**config.mk**
```make
export PLATFORM = sky130hd
export DESIGN_NAME = font_loader
export DESIGN_NICKNAME = d
export VERILOG_FILES = /design/src/rtl/font_loader_pkg.sv /design/src/rtl/font_loader.sv
export SDC_FILE = /design/constraint.sdc
export NUM_CORES = 1
export LEC_CHECK = 0
export CORE_MARGIN = 4
export CORE_UTILIZATION = 25
export DETAILED_ROUTE_END_ITERATION = 6
export GPL_ROUTABILITY_DRIVEN = 0
export PLACE_DENSITY_LB_ADDON = 0.2
export SYNTH_ARGS = -nofsm -noshare
export SYNTH_HDL_FRONTEND = slang
export SYNTH_SLANG_ARGS = --single-unit
```
**constraint.sdc**
```tcl
create_clock -name clk -period 1.7 [get_ports clk]
set_clock_uncertainty 0.15 [all_clocks]
set_input_delay 0.425 -clock clk [delete_from_list [all_inputs] [get_ports clk]]
set_output_delay 0.425 -clock clk [all_outputs]
set_load 0.01 [all_outputs]
```
**src/rtl/font_loader_pkg.sv**
```systemverilog
// Shared definitions for the font loader: host command codes, RAM geometry
// and the controller state encoding.
package font_loader_pkg;

   localparam int FONT_ADDR_W = 11;
   localparam int FONT_ROWS   = 8;

   localparam logic [7:0] CMD_LOAD = 8'h01;
   localparam logic [7:0] CMD_READ = 8'h02;
   localparam logic [7:0] CMD_FILL = 8'h03;

   typedef enum logic [2:0] {
      ST_IDLE,
      ST_GET_IDX,
      ST_LOAD,
      ST_RD_ISSUE,
      ST_RD_WAIT,
      ST_RD_SEND,
      ST_GET_FILL,
      ST_FILL
   } state_t;

   typedef enum logic {
      MODE_WRITE,
      MODE_READ
   } mode_t;

endpackage

```
**src/rtl/font_loader.sv**
```systemverilog
// Host-driven loader for the character RAM: loads or reads back one glyph at a
// time over a byte stream, or fills the whole RAM with a constant.
module font_loader
   import font_loader_pkg::*;
#(
   parameter int ADDR_W = FONT_ADDR_W,
   parameter int ROWS   = FONT_ROWS
)(
   input  logic              clk,
   input  logic              rst_n,
   input  logic              in_valid,
   input  logic [7:0]        in_data,
   output logic              in_ready,
   output logic              out_valid,
   output logic [7:0]        out_data,
   input  logic              out_ready,
   output logic              ram_ce,
   output logic              ram_wre,
   output logic [ADDR_W-1:0] ram_ad,
   output logic [7:0]        ram_din,
   input  logic [7:0]        ram_dout,
   output logic              busy,
   output logic              err
);

   localparam int ROW_W   = $clog2(ROWS);
   localparam int GLYPH_W = ADDR_W - ROW_W;
   localparam logic [ROW_W-1:0] ROW_LAST = ROW_W'(ROWS - 1);

   state_t              state;
   state_t              state_next;
   mode_t               mode;
   logic [1:0]          rst_sync;
   logic [GLYPH_W-1:0]  glyph;
   logic [ROW_W-1:0]    row;
   logic [ADDR_W-1:0]   counter;
   logic [7:0]          fill_val;
   logic [ADDR_W-1:0]   glyph_addr;
   logic                accept;

   // Reset asserts asynchronously but is released only after two clock edges,
   // so the controller never wakes up on a metastable deassertion.
   always_ff @(posedge clk or negedge rst_n) begin
      if (!rst_n) begin
         rst_sync <= 2'b00;
      end else begin
         rst_sync <= {rst_sync[0], 1'b1};
      end
   end

   assign glyph_addr = {glyph, row};
   assign in_ready   = rst_sync[1] &&
                       (state inside {ST_IDLE, ST_GET_IDX, ST_LOAD, ST_GET_FILL});
   assign accept     = in_valid && in_ready;
   assign busy       = (state != ST_IDLE);

   always_ff @(posedge clk or negedge rst_n) begin
      if (!rst_n) begin
         state <= ST_IDLE;
      end else if (rst_sync[1]) begin
         state <= state_next;
      end
   end

   always_comb begin
      state_next = state;
      case (state)
         ST_IDLE: begin
            if (accept) begin
               case (in_data)
                  CMD_LOAD: state_next = ST_GET_IDX;
                  CMD_READ: state_next = ST_GET_IDX;
                  CMD_FILL: state_next = ST_GET_FILL;
                  default:  state_next = ST_IDLE;
               endcase
            end
         end
         ST_GET_IDX: begin
            if (accept) begin
               state_next = (mode == MODE_WRITE) ? ST_LOAD : ST_RD_ISSUE;
            end
         end
         ST_LOAD: begin
            if (accept && (row == ROW_LAST)) begin
               state_next = ST_IDLE;
            end
         end
         ST_RD_ISSUE: state_next = ST_RD_WAIT;
         ST_RD_WAIT:  state_next = ST_RD_SEND;
         ST_RD_SEND: begin
            if (out_ready) begin
               state_next = (row == ROW_LAST) ? ST_IDLE : ST_RD_ISSUE;
            end
         end
         ST_GET_FILL: begin
            if (accept) begin
               state_next = ST_FILL;
            end
         end
         ST_FILL: begin
            if (counter == '1) begin
               state_next = ST_IDLE;
            end
         end
         default: state_next = ST_IDLE;
      endcase
   end

   // RAM strobes are combinational so a load byte is written in the very
   // cycle it is accepted; they collapse at once when reset asserts.
   always_comb begin
      out_valid = 1'b0;
      ram_ce    = 1'b0;
      ram_wre   = 1'b0;
      ram_ad    = '0;
      ram_din   = '0;
      case (state)
         ST_LOAD: begin
            if (accept) begin
               ram_ce  = 1'b1;
               ram_wre = 1'b1;
               ram_ad  = glyph_addr;
               ram_din = in_data;
            end
         end
         ST_RD_ISSUE: begin
            ram_ce = 1'b1;
            ram_ad = glyph_addr;
         end
         ST_RD_SEND: out_valid = 1'b1;
         ST_FILL: begin
            ram_ce  = 1'b1;
            ram_wre = 1'b1;
            ram_ad  = counter;
            ram_din = fill_val;
         end
         default: ;
      endcase
   end

   always_ff @(posedge clk or negedge rst_n) begin
      if (!rst_n) begin
         mode     <= MODE_WRITE;
         glyph    <= '0;
         row      <= '0;
         counter  <= '0;
         fill_val <= '0;
         out_data <= '0;
         err      <= 1'b0;
      end else if (rst_sync[1]) begin
         err <= 1'b0;
         case (state)
            ST_IDLE: begin
               if (accept) begin
                  case (in_data)
                     CMD_LOAD: mode <= MODE_WRITE;
                     CMD_READ: mode <= MODE_READ;
                     CMD_FILL: ;
                     default:  err  <= 1'b1;
                  endcase
               end
            end
            ST_GET_IDX: begin
               if (accept) begin
                  glyph <= GLYPH_W'(in_data);
                  row   <= '0;
               end
            end
            ST_LOAD: begin
               if (accept) begin
                  row <= row + ROW_W'(1);
               end
            end
            ST_RD_WAIT: out_data <= ram_dout;
            ST_RD_SEND: begin
               if (out_ready) begin
                  row <= row + ROW_W'(1);
               end
            end
            ST_GET_FILL: begin
               if (accept) begin
                  fill_val <= in_data;
                  counter  <= '0;
               end
            end
            ST_FILL: counter <= counter + ADDR_W'(1);
            default: ;
         endcase
      end
   end

endmodule

```
==> flow_metrics.env <==
export IMPL_result_of_the_run="finished with violations"
export IMPL_violations="negative setup slack"
export IMPL_timing_final_ws_setup_ns=-0.603
export IMPL_clock_sinks=45
export IMPL_crit_path_end_kind="output pin"
export IMPL_syn_area_um2=2550
export IMPL_power_density_cell_area_nw_per_um2=1360
export IMPL_initialDrtViolationCount=109
export IMPL_flow_area_growth_from_synthesis_pct=75.1
export IMPL_critPathLaunch="state[0]"
export IMPL_dr_pass1_iters=4
export IMPL_cp_data_required_time_ns=1.12
export IMPL_critPathKind="register to output pin"
export IMPL_synth_lib_cells_used_distinct=58
export IMPL_port_buffers=52
export IMPL_fin_nets=422
export IMPL_global_route_wire_length_before_repair_mm=14.2
export IMPL_synth_seq_area_share_pct=44.2
export IMPL_ctsLongestPathBuffers=2
export IMPL_r2r_end="state[0]"
export IMPL_ctsRootBufferMaster="clkbuf_8"
export IMPL_placement_setup_worst_slack_ns=-1.01
export IMPL_final_core_utilization_pct=45.2
export IMPL_initial_antenna_violation_count=0
export IMPL_synth_enable_flop_cells=0
export IMPL_synth_async_sr_flop_share_pct=100
export IMPL_cts_buffers_inserted=5
export IMPL_power_total_mw=6.07
export IMPL_final_setup_viol_count=65
export IMPL_slew_viol_final=0
export IMPL_num_vias=2595
export IMPL_hold_viol_final=0
export IMPL_finalCritPeriodShare_pct=135
export IMPL_cellLeakagePower_nw=2.07
export IMPL_drive_above_1_share_pct=54.5
export IMPL_globalRoute_totalOverflow=0
export IMPL_final_common_cell="buf_4"
export IMPL_ys_flop_type="dfrtp_1"
export IMPL_synthesis_instances=243
export IMPL_worst_setup_path_start_kind="register"
export IMPL_peakVddDrop_uv=735
export IMPL_reg2reg_setup_slack_ns=-0.37
export IMPL_postRouteAntennaNets=0
export IMPL_die_area_um2=11900
export IMPL_dieWidth_um=109
export IMPL_min_path_type="register to register"
export IMPL_min_period_ns=2.30
export IMPL_detail_route_vias_per_cell=4.87
export IMPL_cp_data_arrival_time_ns=1.73
export IMPL_synthesis_area_per_instance_um2=10.5
export IMPL_antennaDiodeCount=0
export IMPL_drt_wl_cell_um=16.7
export IMPL_fmaxAchievable_ghz=0.434
export IMPL_first_global_vias=2725
export IMPL_r2r_cells=7
export IMPL_rsz0062_at_grt="yes"
export IMPL_post_synthesis_sequential_element_count=45
export IMPL_route_final_wire_length_mm=8.92
export IMPL_cap_viol_max_count=0
export IMPL_timing_rr_start="state[0]"
export IMPL_fp_row_count=36
export IMPL_effective_utilization_at_floorplan_pct=25.8
export IMPL_h_tree_depth=2
export IMPL_clk_latency_ns=0.30
export IMPL_grt_start_max_net_pins=46
export IMPL_chipHeight_um=109
export IMPL_dpl_hpwl_mm=5.37
export IMPL_io_pins=53
export IMPL_hold_start="rst_sync[0]"
export IMPL_cts_reportedPaths_clkPinSlew_ns=0.09
export IMPL_groute_usage_overall_pct=15.4
export IMPL_layout_common_cells="65 x buf_4, 43 x dfrtp_1, 38 x buf_6"
export IMPL_largest_driver_fanout_on_the_critical_path=3
export IMPL_detail_route_drc_violations=0
export IMPL_finalHoldWorstSlack_ns=0.204
export IMPL_fp_coreArea_um2=9860
export IMPL_number_of_warnings_issued_by_yosys=0
export IMPL_synth_nets=266
export IMPL_cts_tree="done"
export IMPL_cp_endpoint="ram_ad[7]"
[how the worst min path moves through the flow]
stage / endpoint / slack [ns] / depth (start not counted)
after CTS: rst_sync[1] / 0.21 / 0
after global routing: rst_sync[1] / 0.22 / 0
after global placement: rst_sync[1] / 0.18 / 0
after detailed placement: rst_sync[1] / 0.19 / 0
final: rst_sync[1] / 0.20 / 0
after floorplan: counter[0] / -0.02 / 0
[area by class of cell]
class | count | area, um2
clock buffers | 7 | 96.3
inverters | 4 | 15.0
well taps | 133 | 166
multi-input cells | 181 | 1610
fillers | 917 | 5400
clock inverters | 1 | 8.76
flip-flops and latches | 45 | 1130
repair buffers | 162 | 1440
[registers in the layout, indices dropped and copies added (netlist names)]
signal    flops
state         3
fill_val      8
out_data      8
counter      11
rst_sync      2
err           1
glyph         8
row           3
mode          1
[Yosys cell counts (4+ instances only)]
master	n	area share, %
a21oi_1	6	1.2
mux2_2	16	7.1
dfrtp_1	45	44
nor2_1	11	1.6
a22o_1	17	5.8
a31oi_1	4	0.98
buf_2	4	0.79
nand2_1	40	5.9
o21ai_0	10	2.0
nand3_1	7	1.4
buf_6	6	2.7
nand4_1	7	1.7
[what timing repair did]
item | in CTS | in global routing
gates cloned | 3 | 1
pin swaps | 22 | 20
hold buffers | 1 | 0
endpoints found under the setup margin | 76 | 67
endpoints found under the hold margin | 45 | 0
setup buffers | 37 | 11
gates resized for setup | 193 | 35
[through the flow]
step	setup TNS (ns)	std cells	instance area, um2
floorplan	-0.792	243	2640
CTS	-18.06	524	4300
global placement	-42.39	476	3660
detailed placement	-42.96	476	3660
global route	-22.92	533	4460
finish	-18.85	533	4460
[layer usage]
metal | track usage [%] | vias up | part of all wire, %
li1 | - | 1216 | -
met1 | 19.5 | 1306 | 43
met2 | 27.1 | 62 | 52
met3 | 2.78 | 11 | 3.3
met4 | 3.97 | 0 | 1.6
met5 | 0 | - | 0
[cells by family (layout without fill, tap and decap cells)]
| logic type | after synthesis | in the layout | synth area share (%) |
|---|---|---|---|
| buffers and inverters | 19 | 174 | 5.21 |
| muxes | 19 | 19 | 8.35 |
| adders and majority gates | 3 | 3 | 1.47 |
| and+or+nand+nor | 91 | 92 | 19.8 |
| AOI/OAI and AO/OA | 59 | 60 | 18.7 |
| xor gates and xnor gates | 6 | 6 | 2.06 |
| other | 1 | 1 | 0.147 |
| DFF | 45 | 45 | 44.2 |
[critical path: stages, from the launching register on]
cell and delay (ns):
dfrtp_1 0.43, buf_6 0.14, a21oi_4 0.13, nor3b_4 0.07
buf_6 0.13, buf_6 0.11, buf_6 0.10, a22o_1 0.18
buf_2 0.14
[power by group]
part / internal (mW) / total (mW) / switching, mW
combinational: 2.02 / 3.61 / 1.59
clock: 0.377 / 0.783 / 0.407
sequential: 1.43 / 1.67 / 0.248
Power figures use the tool's default switching activity.
